[config.mk]
export PLATFORM = sky130hd
export DESIGN_NAME = watch_timekeeper
export DESIGN_NICKNAME = d
export VERILOG_FILES = /design/src/rtl/watch_pkg.sv /design/src/rtl/wrap_counter.sv /design/src/rtl/watch_timekeeper.sv
export SDC_FILE = /design/constraint.sdc
export NUM_CORES = 1
export LEC_CHECK = 0
export ABC_AREA = 0
export CORE_ASPECT_RATIO = 0.8
export CORE_MARGIN = 2
export CORE_UTILIZATION = 52
export CTS_CLUSTER_SIZE = 24
export DETAILED_ROUTE_END_ITERATION = 7
export PLACE_DENSITY = 0.89
export SYNTH_ARGS = -nofsm -noshare
export SYNTH_HDL_FRONTEND = slang
export SYNTH_HIERARCHICAL = 1
export SYNTH_SLANG_ARGS = --single-unit
[constraint.sdc]
create_clock -name Clk_1sec -period 3.6 [get_ports Clk_1sec]
set_input_delay 0.54 -clock Clk_1sec [delete_from_list [all_inputs] [get_ports Clk_1sec]]
set_output_delay 0.54 -clock Clk_1sec [all_outputs]
set_load 0.03 [all_outputs]
[src/rtl/watch_pkg.sv]
// Shared field limits, widths and helpers for the watch timekeeper.
package watch_pkg;
  localparam int SEC_MAX  = 59;
  localparam int MIN_MAX  = 59;
  localparam int HOUR_MAX = 23;
  localparam int SEC_W    = 6;
  localparam int MIN_W    = 6;
  localparam int HOUR_W   = 5;

  // Net adjust request for one field after inc/dec cancellation
  typedef struct packed {
    logic inc;
    logic dec;
  } adj_t;

  function automatic adj_t resolve_adj(input logic up, input logic dn);
    adj_t a;
    a.inc = up & ~dn;
    a.dec = dn & ~up;
    return a;
  endfunction

  // Internal 0..23 hour to display hour; 12-hour mode maps 0->12, 13..23->1..11
  function automatic logic [5:0] disp_hour(input logic [HOUR_W-1:0] h, input logic m12);
    if (!m12)            return {1'b0, h};
    if (h == '0)         return 6'd12;
    if (h > 5'd12)       return {1'b0, h - 5'd12};
    return {1'b0, h};
  endfunction
endpackage

[src/rtl/wrap_counter.sv]
// Modulo-(MAX+1) field counter: a carrying tick step, then a non-carrying adjust step.
module wrap_counter #(
  parameter int MAX = 59,
  parameter int W   = 6
) (
  input  logic         clk,
  input  logic         reset,
  input  logic         tick,
  input  logic         inc,
  input  logic         dec,
  input  logic         clr,
  output logic [W-1:0] value,
  output logic [W-1:0] tick_value,
  output logic         carry
);
  localparam logic [W-1:0] MAXV = W'(MAX);

  logic [W-1:0] nxt;

  always_comb begin
    tick_value = value;
    if (tick) tick_value = (value == MAXV) ? '0 : value + W'(1);
    // adjustment lands on the post-tick value and never carries
    nxt = tick_value;
    if (inc && !dec)      nxt = (tick_value == MAXV) ? '0 : tick_value + W'(1);
    else if (dec && !inc) nxt = (tick_value == '0) ? MAXV : tick_value - W'(1);
    if (clr) nxt = '0;
  end

  assign carry = tick & (value == MAXV);

  always_ff @(posedge clk) begin
    if (reset) value <= '0;
    else       value <= nxt;
  end
endmodule

[src/rtl/watch_timekeeper.sv]
// Digital watch: prescaled seconds/minutes/hours, edge-detected set buttons,
// 12/24-hour display and a tick-triggered alarm with timed ring.
module watch_timekeeper
  import watch_pkg::*;
#(
  parameter int TICKS_PER_SEC = 1,
  parameter int RING_SECS     = 30
) (
  input  logic              Clk_1sec,
  input  logic              reset,
  input  logic              clock_enable,
  input  logic              min_inc,
  input  logic              min_dec,
  input  logic              hour_inc,
  input  logic              hour_dec,
  input  logic              mode_12h,
  input  logic              alarm_load,
  input  logic [MIN_W-1:0]  alarm_min_in,
  input  logic [HOUR_W-1:0] alarm_hour_in,
  input  logic              alarm_en,
  input  logic              alarm_ack,
  output logic [SEC_W-1:0]  seconds,
  output logic [MIN_W-1:0]  minutes,
  output logic [5:0]        hours,
  output logic              pm,
  output logic              sec_tick,
  output logic              alarm_ring
);
  localparam int PW = (TICKS_PER_SEC > 1) ? $clog2(TICKS_PER_SEC) : 1;
  localparam logic [PW-1:0] PRE_LAST = PW'(TICKS_PER_SEC - 1);
  localparam logic [7:0]    RING_LD  = 8'(RING_SECS);

  logic [PW-1:0]     presc;
  logic              tick;
  logic [3:0]        btn, btn_q, rise;
  adj_t              min_adj, hour_adj;
  logic              min_touch;
  logic [SEC_W-1:0]  sec_tv;
  logic [MIN_W-1:0]  min_tv;
  logic [HOUR_W-1:0] hour_int, hour_tv;
  logic              sec_carry, min_carry, day_wrap_unused;
  logic [MIN_W-1:0]  alarm_min;
  logic [HOUR_W-1:0] alarm_hour;
  logic [7:0]        ring_cnt;
  logic              trig;

  assign tick = clock_enable & (presc == PRE_LAST);

  // history resets high so a button held through reset is not seen as a press
  assign btn       = {hour_dec, hour_inc, min_dec, min_inc};
  assign rise      = btn & ~btn_q;
  assign min_adj   = resolve_adj(rise[0], rise[1]);
  assign hour_adj  = resolve_adj(rise[2], rise[3]);
  assign min_touch = min_adj.inc | min_adj.dec;

  always_ff @(posedge Clk_1sec) begin
    if (reset) begin
      btn_q    <= '1;
      presc    <= '0;
      sec_tick <= 1'b0;
    end else begin
      btn_q    <= btn;
      sec_tick <= tick;
      if (min_touch)         presc <= '0;
      else if (clock_enable) presc <= tick ? '0 : presc + PW'(1);
    end
  end

  wrap_counter #(.MAX(SEC_MAX), .W(SEC_W)) u_sec (
    .clk(Clk_1sec), .reset(reset), .tick(tick), .inc(1'b0), .dec(1'b0),
    .clr(min_touch), .value(seconds), .tick_value(sec_tv), .carry(sec_carry)
  );

  wrap_counter #(.MAX(MIN_MAX), .W(MIN_W)) u_min (
    .clk(Clk_1sec), .reset(reset), .tick(sec_carry), .inc(min_adj.inc), .dec(min_adj.dec),
    .clr(1'b0), .value(minutes), .tick_value(min_tv), .carry(min_carry)
  );

  wrap_counter #(.MAX(HOUR_MAX), .W(HOUR_W)) u_hour (
    .clk(Clk_1sec), .reset(reset), .tick(min_carry), .inc(hour_adj.inc), .dec(hour_adj.dec),
    .clr(1'b0), .value(hour_int), .tick_value(hour_tv), .carry(day_wrap_unused)
  );

  assign hours = disp_hour(hour_int, mode_12h);
  assign pm    = (hour_int >= 5'd12);

  // only the tick-advanced time can match, so setting the clock onto the alarm stays silent
  assign trig = tick & alarm_en & (sec_tv == '0) & (min_tv == alarm_min) & (hour_tv == alarm_hour);

  always_ff @(posedge Clk_1sec) begin
    if (reset) begin
      alarm_min  <= '0;
      alarm_hour <= '0;
    end else if (alarm_load) begin
      alarm_min  <= (alarm_min_in > 6'(MIN_MAX))   ? 6'(MIN_MAX)  : alarm_min_in;
      alarm_hour <= (alarm_hour_in > 5'(HOUR_MAX)) ? 5'(HOUR_MAX) : alarm_hour_in;
    end
  end

  always_ff @(posedge Clk_1sec) begin
    if (reset || alarm_ack || !alarm_en) begin
      alarm_ring <= 1'b0;
      ring_cnt   <= '0;
    end else if (trig) begin
      alarm_ring <= 1'b1;
      ring_cnt   <= RING_LD;
    end else if (alarm_ring) begin
      if (ring_cnt == '0) alarm_ring <= 1'b0;
      else if (tick)      ring_cnt   <= ring_cnt - 8'd1;
    end
  end
endmodule

### Word-level counts from Yosys, hierarchy flattened

Cells that the tools add are included.
Widths: inputs -> output; s select.

* flip-flop bits (word level): 43
* input bits: 22
* logic and storage cells: 110

* $add $sub $neg: 10
* magnitude comparators: 4
* equality and inequality tests: 8
* muxes and demuxes: 35
* bitwise operators: 20
* reduce and logical (&&, ||, !) cells: 22

Operators by type and width (number)
* $mux 6: 15
* $mux 5: 11
* $add 6x1->6 const B: 3
* $eq 6x6->1 const B: 3
* $logic_not 6->1: 2
* $and 1x1->1: 11
* $add 5x1->5 const B: 2
* $eq 5x5->1 const B: 2
* $logic_not 5->1: 2
* $mux 1: 9
* $logic_not 8->1: 1
* $sub 8x1->8 const B: 1
* $eq 6x6->1: 1
* $gt 6x6->1 const B: 1
* $not 1->1: 6
* $reduce_and 3->1: 2
* $sub 6x1->6 const B: 1
* $eq 5x5->1: 1
* $ge 5x4->1 const B: 1
* $gt 5x4->1 const B: 1
* $gt 5x5->1 const B: 1
* $logic_not 1->1: 5
* $sub 5x1->5 const B: 1
* $sub 5x4->5 const B: 1
* other kinds (9): 15

### Depth between registers and ports, before layout

Gate-level depths: netlist (run 1).

* word-level depth: 9
* depth in mapped cells: 18

### By module

Netlist (run 1), hierarchy kept.

By module, submodules not included
* wrap_counter at u_min ...: instances 2, cells each 90, area an instance 748.2 um^2
* watch_timekeeper: instances 1, cells each 170, area an instance 1456.4 um^2
* wrap_counter at u_hour: instances 1, cells each 89, area an instance 691.9 um^2

### Worst setup path after synthesis (run 1)

Ideal clock, no wire load.

* path kind: reg2reg
* start: register u_sec.value[0]
* end: register ring_cnt[0]
* setup time: 0.125 ns
* arrival time: 3.375 ns
* path slack: 0.100 ns
* cell stages (with the launch flop): 18
* buffers on the path: 3
* cells stage by stage: dfxtp_1 -> ha_1 -> and3b_4 -> nand2b_1 -> inv_2 -> buf_4 -> and3b_4 -> nand2b_1 -> inv_2 -> buf_2 -> nor2b_1 -> a31oi_1 -> inv_1 -> xnor2_1 -> nand4_1 -> or4_4 -> buf_6 -> nor3b_1

RTL lines
* start, declared: RTL line wrap_counter.sv:12 `output logic [W-1:0] value,`
* start signal, assigned: RTL line wrap_counter.sv:34 `else value <= nxt;`
* $eq 6x6->1: RTL line wrap_counter.sv:30 `assign carry = tick & (value == MAXV);`
* $and 1x1->1: RTL line wrap_counter.sv:30
* named net sec_carry: RTL line watch_timekeeper.sv:41 `logic sec_carry, min_carry, day_wrap_unused;`
* $and 1x1->1: RTL line wrap_counter.sv:30
* named net min_carry: RTL line watch_timekeeper.sv:41
* $mux 5: RTL line wrap_counter.sv:22 `if (tick) tick_value = (value == MAXV) ? '0 : value + W'(1);`
* named net hour_tv[1]: RTL line watch_timekeeper.sv:40 `logic [HOUR_W-1:0] hour_int, hour_tv;`
* $eq 5x5->1: RTL line watch_timekeeper.sv:88 `assign trig = tick & alarm_en & (sec_tv == '0) & (min_tv == alarm_min) & (hour_tv == alarm_hour);`
* $and 1x1->1: RTL line watch_timekeeper.sv:88
* $reduce_or 2->1 (no source line)
* end signal, assigned: RTL line watch_timekeeper.sv:109 `else if (tick) ring_cnt <= ring_cnt - 8'd1;`
* end, declared: RTL line watch_timekeeper.sv:44 `logic [7:0] ring_cnt;`

The timed path passes the listed nets, and every way through them passes these cells.
A chain may end at the register's enable or synchronous reset.

### Worst setup path in the final report (run 1)

* start: input port clock_enable
* end: register ring_cnt[7]

* longest elaborated chain between the ends: 7

RTL lines
* start, declared: RTL line watch_timekeeper.sv:11 `input logic clock_enable,`
* $and 1x1->1: RTL line watch_timekeeper.sv:47 `assign tick = clock_enable & (presc == PRE_LAST);`
* named net tick: RTL line watch_timekeeper.sv:34 `logic tick;`
* $and 1x1->1: RTL line wrap_counter.sv:30
* named net sec_carry: RTL line watch_timekeeper.sv:41
* $and 1x1->1: RTL line wrap_counter.sv:30
* named net min_carry: RTL line watch_timekeeper.sv:41
* $mux 5: RTL line wrap_counter.sv:22
* named net hour_tv[3]: RTL line watch_timekeeper.sv:40
* $eq 5x5->1: RTL line watch_timekeeper.sv:88
* $and 1x1->1: RTL line watch_timekeeper.sv:88
* $reduce_or 2->1 (no source line)

The timed path passes the listed nets, and every way through them passes these cells.

==> impl_metrics.toml, run 1 <==
[hold_path]
min_delay_path_depth = 2
hp-start = "alarm_hour[3]"
hold_path.class = "reg -> reg"

[placed_design]
port_buffers = 41
placedInstanceArea_sq_um = 4272
gp_congestion = 0.9865
post-place-ws_ns = -0.03104
dp_hpwl_microns = 6755

[drt]
routed_wl_microns = 8746
via_per_inst = 5.746
wl_per_cell_microns = 14.82
ant_nets = 0
drtPass1Iterations = 5
drt_iter0_markers = 215
vias = 3390
drc = 0

[sta]
relSlewSlack = 0.5691
hold_violations = 0
worstMarginPinSlew_ns = 0.6443
slew_violations = 0
fin_tns_setup_ns = 0
clock_skew_ns = 0.006293
fmax_ghz = 0.2987
finalSetupViolations = 0
period_needed_ns = 3.348
setup_ws_ns = 0.2519
fin_crit_sh = 0.9300
grt_setup_unrepaired = "no"

[power_and_ir_drop]
seqPwrFrac = 0.424
ir_worst_vdd_v = 0.0001953
powerDensity_nw_per_um2 = 285.4
cellLeakagePower_nw = 1.740
clockPowerShare = 0.278
switching_power_w = 0.0004104
netSwitchingFraction = 0.3289
intPower_w = 0.0008372
comb_power_share = 0.298

[floorplanning]
dieArea_sq_um = 7679
die_x_microns = 97.48
num_rows = 27
die_h_microns = 78.78
core_sq_um = 6824
start_util = 0.5326
io_pins = 43

[grt]
antenna_found_initial = 0
grt_pass1_wl_microns = 14950
grt_pass1_vias = 3192
grt_max_degree = 18
gr-usage-all-layers = 0.2360
grt_overflow = 0

[critical_path]
worstPathRequired_ns = 3.78
slowest_stage = "or4_4"
cp_max_fo = 10
critPathKind = "in -> reg"
r2r_start = "u_sec/value[0]"
startpoint = "clock_enable"
rrSetupSlack_ns = 0.34
worstPathCellList = "clkdlybuf4s50_1 > and2b_1 > and3b_4 > nand2b_1 > inv_2 > and3b_4 > nand2b_1 > inv_2 > nand4_2 > mux2i_2 > inv_2 > xnor2_1 > nand4_1 > or4_4 > nor3b_1"
critPathMaxStageDelay_ns = 0.59
end_kind = "flop"
start_kind = "input pin"
cp.arrival_ns = 3.52
critPathMostFrequentCell = "inv_2"
rr_worst_depth = 14

[clock_tree]
postCtsHoldBufs = 0
clock_latency_ns = 0.30
clockBufferDepth = 2
cts_max_level = 2
post-cts-setup-buffers = 0
cts_root_buffer = "clkbuf_8"
clk_pin_slew_ns = 0.09
cts_tree = "done"
post_cts_resized = 0
cts_sinks = 43
cts_buffers = 5

[synthesis]
syn_avg_cell_area_sq_um = 8.317
syn_inst = 437
yosys_warnings = 6
syn_area_sq_um = 3635

[run_status]
status = "finished clean"

[finish]
post-route-cell-area_sq_um = 4372
num_antenna_cells = 0
area_growth_pct = 20.28
fin_util = 0.6406
layout-drive-gt1-share = 0.1412
finalNetCount = 542

[flow_run]
max_cap_viol_count = 0
## worst paths after layout
| kind | endpoint |
|---|---|
| worst min-delay path | alarm_hour[3] |
| worst min register to register | alarm_hour[3] |
| worst max register to register | ring_cnt[7] |
| worst max-delay path | ring_cnt[7] |
## flip-flops by register name (all words and copies together) (netlist names), 4 cells and up
| name | flops |
|---|---|
| alarm_hour | 5 |
| u_hour/value | 5 |
| btn_q | 4 |
| u_min/value | 6 |
| ring_cnt | 8 |
| alarm_min | 6 |
| u_sec/value | 6 |
## worst max-delay path: cells and delay by family
family        cells  cell delay [ns]
mux               1             0.29
xor+xnor          1             0.15
simple gates      9             1.75
buf+inv           4             0.77
## area by class of cell
type	instances	area, sq um
Tap cell	87	108.9
Multi-Input combinational cell	363	2629
Clock buffer	8	100.1
Timing Repair Buffer	63	575.6
Sequential cell	43	860.8
Inverter	26	97.59
Fill cell	561	2452
## layout by cell type (no fill, tap or decap), types with 11 or more instances in the layout
cell	count
a21oi_1	32
ha_1	18
nand2_1	27
conb_1	13
nand2b_1	13
mux2i_1	11
nor2_1	35
inv_1	21
clkdlybuf4s50_1	41
nor3_1	11
dfxtp_1	43
o21ai_0	11
buf_4	22
xnor2_1	21
nand3_1	21
## power groups by stage
stage                     Combinational [W]  Clock, W  Sequential, W
after floorplan                    0.000231         0       0.000555
after global placement             0.000356         0       0.000539
after detailed placement           0.000363         0       0.000540
after CTS                          0.000366  0.000351       0.000529
after global routing               0.000406  0.000371       0.000534
final                              0.000372  0.000346       0.000529
## metrics by stage
step	total power, W	cells	hold slack (ns)
finish	0.001248	590	0.4952
CTS	0.001245	590	0.4930
global route	0.001312	590	0.5270
global placement	0.0008955	582	0.4739
floorplan	0.0007869	449	0.4585
detailed placement	0.0009033	582	0.4796
## routing by layer
metal,global-route usage,vias to the layer above,wire length [microns]
li1,-,1697,-
met1,0.3362,1554,4098
met5,0,-,0
met3,0.03609,9,566
met2,0.3697,130,3990
met4,0.07361,0,90
Power figures use the tool's default switching activity.
==> run 2, diff against run 1 <==
--- a/config.mk
+++ b/config.mk
@@ -5,7 +5,6 @@
 export SDC_FILE = /design/constraint.sdc
 export NUM_CORES = 1
 export LEC_CHECK = 0
-export ABC_AREA = 0
 export CORE_ASPECT_RATIO = 0.8
 export CORE_MARGIN = 2
 export CORE_UTILIZATION = 52
==> results of run 2 <==
Final layout, timing and power as in run 1 (identical DEF).
